$ cat src/rtl/seq_multiplier.sv
// -----------------------------------------------------------------------------
// seq_multiplier
//
// Purpose:
//   Unsigned shift-and-add multiplier that processes one multiplier bit per
//   clock, LSB first. Operands are taken with a valid/ready handshake in IDLE.
//   The finished product is presented with a valid/ready handshake in DONE.
//
// Configuration macro:
//   SEQ_MULT_EARLY_EXIT_EN - when defined, BUSY also finishes as soon as the
//                            remaining (shifted) multiplier bits are all zero.
//                            Products are identical in both builds; only the
//                            latency changes. When undefined, the latency is
//                            always WIDTH edges and no zero-detect is built.
//
// Parameters:
//   WIDTH      operand width in bits (2..32)
//
// Ports:
//   clk        clock, all state changes on the rising edge
//   rst        synchronous active-high reset
//   in_valid   operands A/B are offered
//   in_ready   block can accept operands (state IDLE)
//   A          multiplicand, unsigned, WIDTH bits
//   B          multiplier, unsigned, WIDTH bits
//   out_valid  P holds a finished product (state DONE)
//   out_ready  consumer accepts P
//   P          product A*B, unsigned, 2*WIDTH bits; holds its last value
//   busy       a multiply is in progress (state BUSY)
// -----------------------------------------------------------------------------
module seq_multiplier #(
    parameter int WIDTH = 8
) (
    input  logic                 clk,
    input  logic                 rst,
    input  logic                 in_valid,
    output logic                 in_ready,
    input  logic [WIDTH-1:0]     A,
    input  logic [WIDTH-1:0]     B,
    output logic                 out_valid,
    input  logic                 out_ready,
    output logic [2*WIDTH-1:0]   P,
    output logic                 busy
);

    // Counter only needs to hold bit indices 0..WIDTH-1.
    localparam int CW = (WIDTH > 2) ? $clog2(WIDTH) : 1;

    typedef enum logic [1:0] {
        S_IDLE = 2'd0,
        S_BUSY = 2'd1,
        S_DONE = 2'd2
    } state_t;

    state_t               state_q, state_d;
    logic [2*WIDTH-1:0]   mcand_q, mcand_d;   // multiplicand, pre-shifted by bit index
    logic [WIDTH-1:0]     mplier_q, mplier_d; // remaining multiplier bits
    logic [2*WIDTH-1:0]   acc_q, acc_d;
    logic [2*WIDTH-1:0]   p_q, p_d;
    logic [CW-1:0]        cnt_q, cnt_d;
    logic                 last_bit;

    // -------------------------------------------------------------------------
    // State register
    // -------------------------------------------------------------------------
    always_ff @(posedge clk) begin
        if (rst) begin
            state_q  <= S_IDLE;
            mcand_q  <= '0;
            mplier_q <= '0;
            acc_q    <= '0;
            p_q      <= '0;
            cnt_q    <= '0;
        end else begin
            state_q  <= state_d;
            mcand_q  <= mcand_d;
            mplier_q <= mplier_d;
            acc_q    <= acc_d;
            p_q      <= p_d;
            cnt_q    <= cnt_d;
        end
    end

    // -------------------------------------------------------------------------
    // Next-state and datapath logic
    // -------------------------------------------------------------------------
    always_comb begin
        state_d  = state_q;
        mcand_d  = mcand_q;
        mplier_d = mplier_q;
        acc_d    = acc_q;
        p_d      = p_q;
        cnt_d    = cnt_q;
        last_bit = (cnt_q == CW'(WIDTH - 1));

        case (state_q)
            S_IDLE: begin
                if (in_valid) begin
                    mcand_d  = {{WIDTH{1'b0}}, A};
                    mplier_d = B;
                    acc_d    = '0;
                    cnt_d    = '0;
                    state_d  = S_BUSY;
                end
            end

            S_BUSY: begin
                // The product never exceeds (2^WIDTH-1)^2, so the 2*WIDTH-bit
                // accumulator cannot overflow and no carry-out is kept.
                if (mplier_q[0]) begin
                    acc_d = acc_q + mcand_q;
                end
                mcand_d  = mcand_q << 1;
                mplier_d = mplier_q >> 1;
                cnt_d    = cnt_q + CW'(1);
`ifdef SEQ_MULT_EARLY_EXIT_EN
                if (last_bit || (mplier_d == '0)) begin
                    state_d = S_DONE;
                    p_d     = acc_d;
                end
`else
                if (last_bit) begin
                    state_d = S_DONE;
                    p_d     = acc_d;
                end
`endif
            end

            S_DONE: begin
                if (out_ready) begin
                    state_d = S_IDLE;
                end
            end

            default: begin
                state_d = S_IDLE;
            end
        endcase
    end

    assign in_ready  = (state_q == S_IDLE);
    assign out_valid = (state_q == S_DONE);
    assign busy      = (state_q == S_BUSY);
    assign P         = p_q;

endmodule

$ cat config.mk
export PLATFORM = sky130hd
export DESIGN_NAME = seq_multiplier
export DESIGN_NICKNAME = d
export VERILOG_FILES = /design/src/rtl/seq_multiplier.sv
export SDC_FILE = /design/constraint.sdc
export NUM_CORES = 1
export LEC_CHECK = 0
export CORE_MARGIN = 8
export CORE_UTILIZATION = 56
export DETAILED_ROUTE_END_ITERATION = 8
export PLACE_DENSITY = 0.8
export SLEW_MARGIN = 30
export SYNTH_ARGS = -nofsm -noshare
export SYNTH_HDL_FRONTEND = slang
export SYNTH_SLANG_ARGS = --single-unit
export TNS_END_PERCENT = 50
$ cat constraint.sdc
create_clock -name clk -period 3 [get_ports clk]
set_input_delay 0.6 -clock clk [delete_from_list [all_inputs] [get_ports clk]]
set_output_delay 0.6 -clock clk [all_outputs]
set_load 0.02 [all_outputs]
==> parameters.txt <==
Parameter                              Value

Status
  Status    complete, no violations

CTS
  Clock transition at the registers of the reported paths    0.06 ns
  Clock buffer depth    2
  Setup repair bufs after CTS    0
  Hold-fix buffer count after cts    0
  Insertion delay of the later-clocked pin in the worst-skew pair    around 0.34 ns
  H-tree depth reported by CTS    3
  Clock Tree Root    sky130_fd_sc_hd__clkbuf_8
  Sinks on Clock Net    slightly above 60
  Total clock buffers created by CTS    9
  Clock tree from TritonCTS    done
  Post-cts resize count    0

Critical path
  Top cell family by delay on the critical path    buffers and inverters
  Worst path cell trace    nand2b_1 -> inv_1 -> clkdlybuf4s50_1
  Data arrival time of the critical path    1.90 ns
  Critical register-to-register path startpoint    mcand_q[0]$_SDFFE_PP0P_
  Critical Path RT    between 2 and 2.5 ns
  Count of cells along the worst register-to-register path    8
  Type of the setup path with the least slack    register to output pin
  R2R Path End    P[14]$_SDFFE_PP0P_
  Number of buffer and inverter instances along the worst setup path    2
  Worst-path cell with the longest stage delay    sky130_fd_sc_hd__dfxtp_1
  Register-to-register setup slack    approximately 0.50 ns
  Crit Path Max Fanout    16
  Worst stage delay on the critical path    0.63 ns
  Startpoint Class    register
  Type of destination of the critical path    output pin

Synth
  Instance count of the mapped netlist    about 420
  Library cells used by synthesis    between 50 and 60
  Fraction of the mapped netlist area in compound gates    between 20% and 30%
  Dominant cell type by area after synthesis    sky130_fd_sc_hd__dfxtp_1
  Post-synthesis sequential area ratio    around 36%
  Largest family of logic cells by synthesized area    compound AO/OA/AOI/OAI gates
  Syn. warnings    0
  Flip-flop and latch count after synthesis    just over 60
  Mapped Avg Cell Area    around 8.1 um2
  Fraction of synthesized cell area in xor and xnor cells    under 10%
  Mux share of post-synthesis cell area    between 3 and 4%
  FFs w/ async S/R, synth    0%
  Syn_nets    approximately 460
  Main flop type after synthesis    sky130_fd_sc_hd__dfxtp_1
  Fraction of post-synthesis cell area in the top cell type by area    between 30% and 40%
  Area of the mapped netlist    between 0.003 and 0.004 mm2
  Simple logic cell fraction of the synthesized area    22.7%
  Leading post-synthesis cells by cell area    sky130_fd_sc_hd__dfxtp_1 36%, sky130_fd_sc_hd__nor2_1 9.0%, sky130_fd_sc_hd__ha_1 6.2%
  Post-synth EDFFs    0
  Adder and majority cell fraction of the synthesized area    about 6.8%

Timing
  Final number of hold-violating endpoints    0
  Final critical-path required period    2.50 ns
  Highest Clock Rate    between 300 and 400 MHz
  Setup total negative slack    0 ns
  Share of the cycle needed by the critical path after routing    a little over four fifths
  Least-Margin Pin Slew    roughly 0.54 ns
  Max-slew violations    0
  Setup repair after global routing missed its margin    false
  Relative slew margins    63.5%
  Final setup violation count    0
  Worst clock skew on the final layout    between 0.009 and 0.01 ns

Power and ir drop
  Pwr/cell area    around 440 mW/mm2
  Maximum resistive drop on vdd    0.321 mV
  Cell-internal power    ~1.3 mW
  Relative contribution of the clock network to total power    between 30% and 40%
  Reported leakage power    1.62 nW
  Net Sw Power    ~0.45 mW
  Sequential cell fraction of total power    ~48%
  Switching Fraction    about a quarter
  Gate power share    12.7%
  Power Total    about 1.8 mW

Layout
  Number of diodes    0
  Post-layout net count    about 490
  Fraction of layout instances using a drive strength above 1    under 10%
  Top library cells by usage in the layout, fill and taps aside    82 x sky130_fd_sc_hd__nor2_1, 61 x sky130_fd_sc_hd__dfxtp_1, 39 x sky130_fd_sc_hd__a21oi_1, 37 x sky130_fd_sc_hd__clkdlybuf4s50_1
  Filler cells    between 400 and 500
  Seq. cell area    0.00122 mm2
  Synthesis-to-finish area growth    17.6%
  Most common cell after layout, fill and taps aside    sky130_fd_sc_hd__nor2_1
  Multi-input gate area    0.00206 mm2

Floorplanning
  Number of placement rows    28
  Width of the die    94.1 um
  Count of boundary I/O pins    39
  Core footprint    a little under 0.006 mm2
  Die boundary height    approximately 94 um
  Die Area    0.00885 mm2
  Starting density of the core    57.7%

Drt
  Antenna Violating Nets Remaining    0
  Post-detailed-routing wire length    8.42 mm
  Detailed-routing iteration count for the pre-antenna-repair pass    5
  DRC violations left    0
  Detail-routed net length per standard cell    about 16 um
  Via/cell ratio    6.05
  Initial detailed-routing violation count    257
  Routed via count    3215

Global route
  Maximum number of pins on one net before global-route repair    38
  Via count of the first global-routing pass    2983
  Total track usage    between 10% and 20%
  Number of antenna violations at the first check in global routing    0
  Overflow after GRT    0
  Wire length of the first global-routing pass    14.0 mm

Hold path
  Min-delay worst type    register to register
  Number of stages on the worst hold path    2
  Endpoint, Worst Hold    P[11]$_SDFFE_PP0P_
  Beginning of the worst hold path    P[11]$_SDFFE_PP0P_

Run
  Count of max-cap constraint violations    0

Placed design
  PortBufs    38
  Placer congestion estimate    0.915
  Placed wire-length estimate after detailed placement    roughly 5.8 mm
synthesized netlist by cell type, types with 8 or more instances:
cell,n
sky130_fd_sc_hd__ha_1,17
sky130_fd_sc_hd__a21oi_1,39
sky130_fd_sc_hd__nand2_1,20
sky130_fd_sc_hd__nor2_1,82
sky130_fd_sc_hd__o21ai_0,10
sky130_fd_sc_hd__clkbuf_1,23
sky130_fd_sc_hd__nor2b_1,20
sky130_fd_sc_hd__a21o_1,8
sky130_fd_sc_hd__mux2i_1,8
sky130_fd_sc_hd__a211oi_1,9
sky130_fd_sc_hd__a22oi_1,15
sky130_fd_sc_hd__dfxtp_1,61
sky130_fd_sc_hd__nor3_1,18
power by group through the flow:
| stage | clock, mW | combinational, mW | sequential [mW] |
|---|---|---|---|
| detailed placement | 0 | 0.222 | 0.873 |
| CTS | 0.708 | 0.224 | 0.856 |
| global placement | 0 | 0.219 | 0.872 |
| finish | 0.700 | 0.226 | 0.856 |
| global route | 0.745 | 0.252 | 0.858 |
| floorplan | 0 | 0.158 | 0.866 |
cell type report:
| class | instances | area share [%] |
|---|---|---|
| Inverter | 5 | 0.467 |
| Clock inverter | 2 | 0.872 |
| Multi-Input combinational cell | 329 | 51.3 |
| Clock buffer | 12 | 3.61 |
| Tap cell | 75 | 2.34 |
| Sequential cell | 61 | 30.4 |
| Timing Repair Buffer | 47 | 11.0 |
worst min-delay path: stages, from the launching register on:
cell and delay, ns:
sky130_fd_sc_hd__dfxtp_1 0.31, sky130_fd_sc_hd__nand2_1 0.05, sky130_fd_sc_hd__a21oi_1 0.05
cell families (layout without fill, tap and decap cells):
logic type	after synthesis	after routing
multiplexers	12	12
adder cells (fa/ha/maj)	18	18
AO/OA/AOI/OAI	122	122
XOR/XNOR	10	10
flip-flops	61	61
buffers and inverters	33	66
AND/OR/NAND/NOR	167	167
worst max path at each step:
stage	from	to	slack, ns	cells past startpoint
global route	mcand_q[0]$_SDFFE_PP0P_	P[14]$_SDFFE_PP0P_	0.37	8
finish	state_q[0]$_SDFFE_PP0P_	busy	0.50	3
global placement	acc_q[7]$_SDFFE_PP0P_	P[15]$_SDFFE_PP0P_	0.67	7
CTS	state_q[0]$_SDFFE_PP0P_	busy	0.49	3
detailed placement	mcand_q[0]$_SDFFE_PP0P_	P[14]$_SDFFE_PP0P_	0.58	8
floorplan	mcand_q[0]$_SDFFE_PP0P_	P[8]$_SDFFE_PP0P_	0.79	8
layer usage:
| metal | vias up | global-route usage (%) | share of wire, % |
|---|---|---|---|
| li1 | 1574 | - | - |
| met4 | 0 | 9.64 | 2.4 |
| met5 | - | 0 | 0 |
| met2 | 126 | 29.3 | 44 |
| met3 | 22 | 4.40 | 7.0 |
| met1 | 1493 | 25.8 | 47 |
stage by stage:
step	setup WS, ns	std cells	hold slack [ns]	utilization [%]	area (um2)
2_1_floorplan	0.790	423	0.444	-	3420
3_3_place_gp	0.672	517	0.444	64.8	3840
3_5_place_dp	0.583	517	0.450	64.8	3840
4_1_cts	0.485	531	0.462	67.9	4020
5_1_grt	0.366	531	0.486	67.9	4020
6_report	0.499	531	0.456	67.9	4020
registers in the layout, indices dropped and copies added, names as in the netlist:
name      count
P            16
acc_q        16
mcand_q      16
mplier_q      8
cnt_q         3
state_q       2
Power figures use the tool's default switching activity.
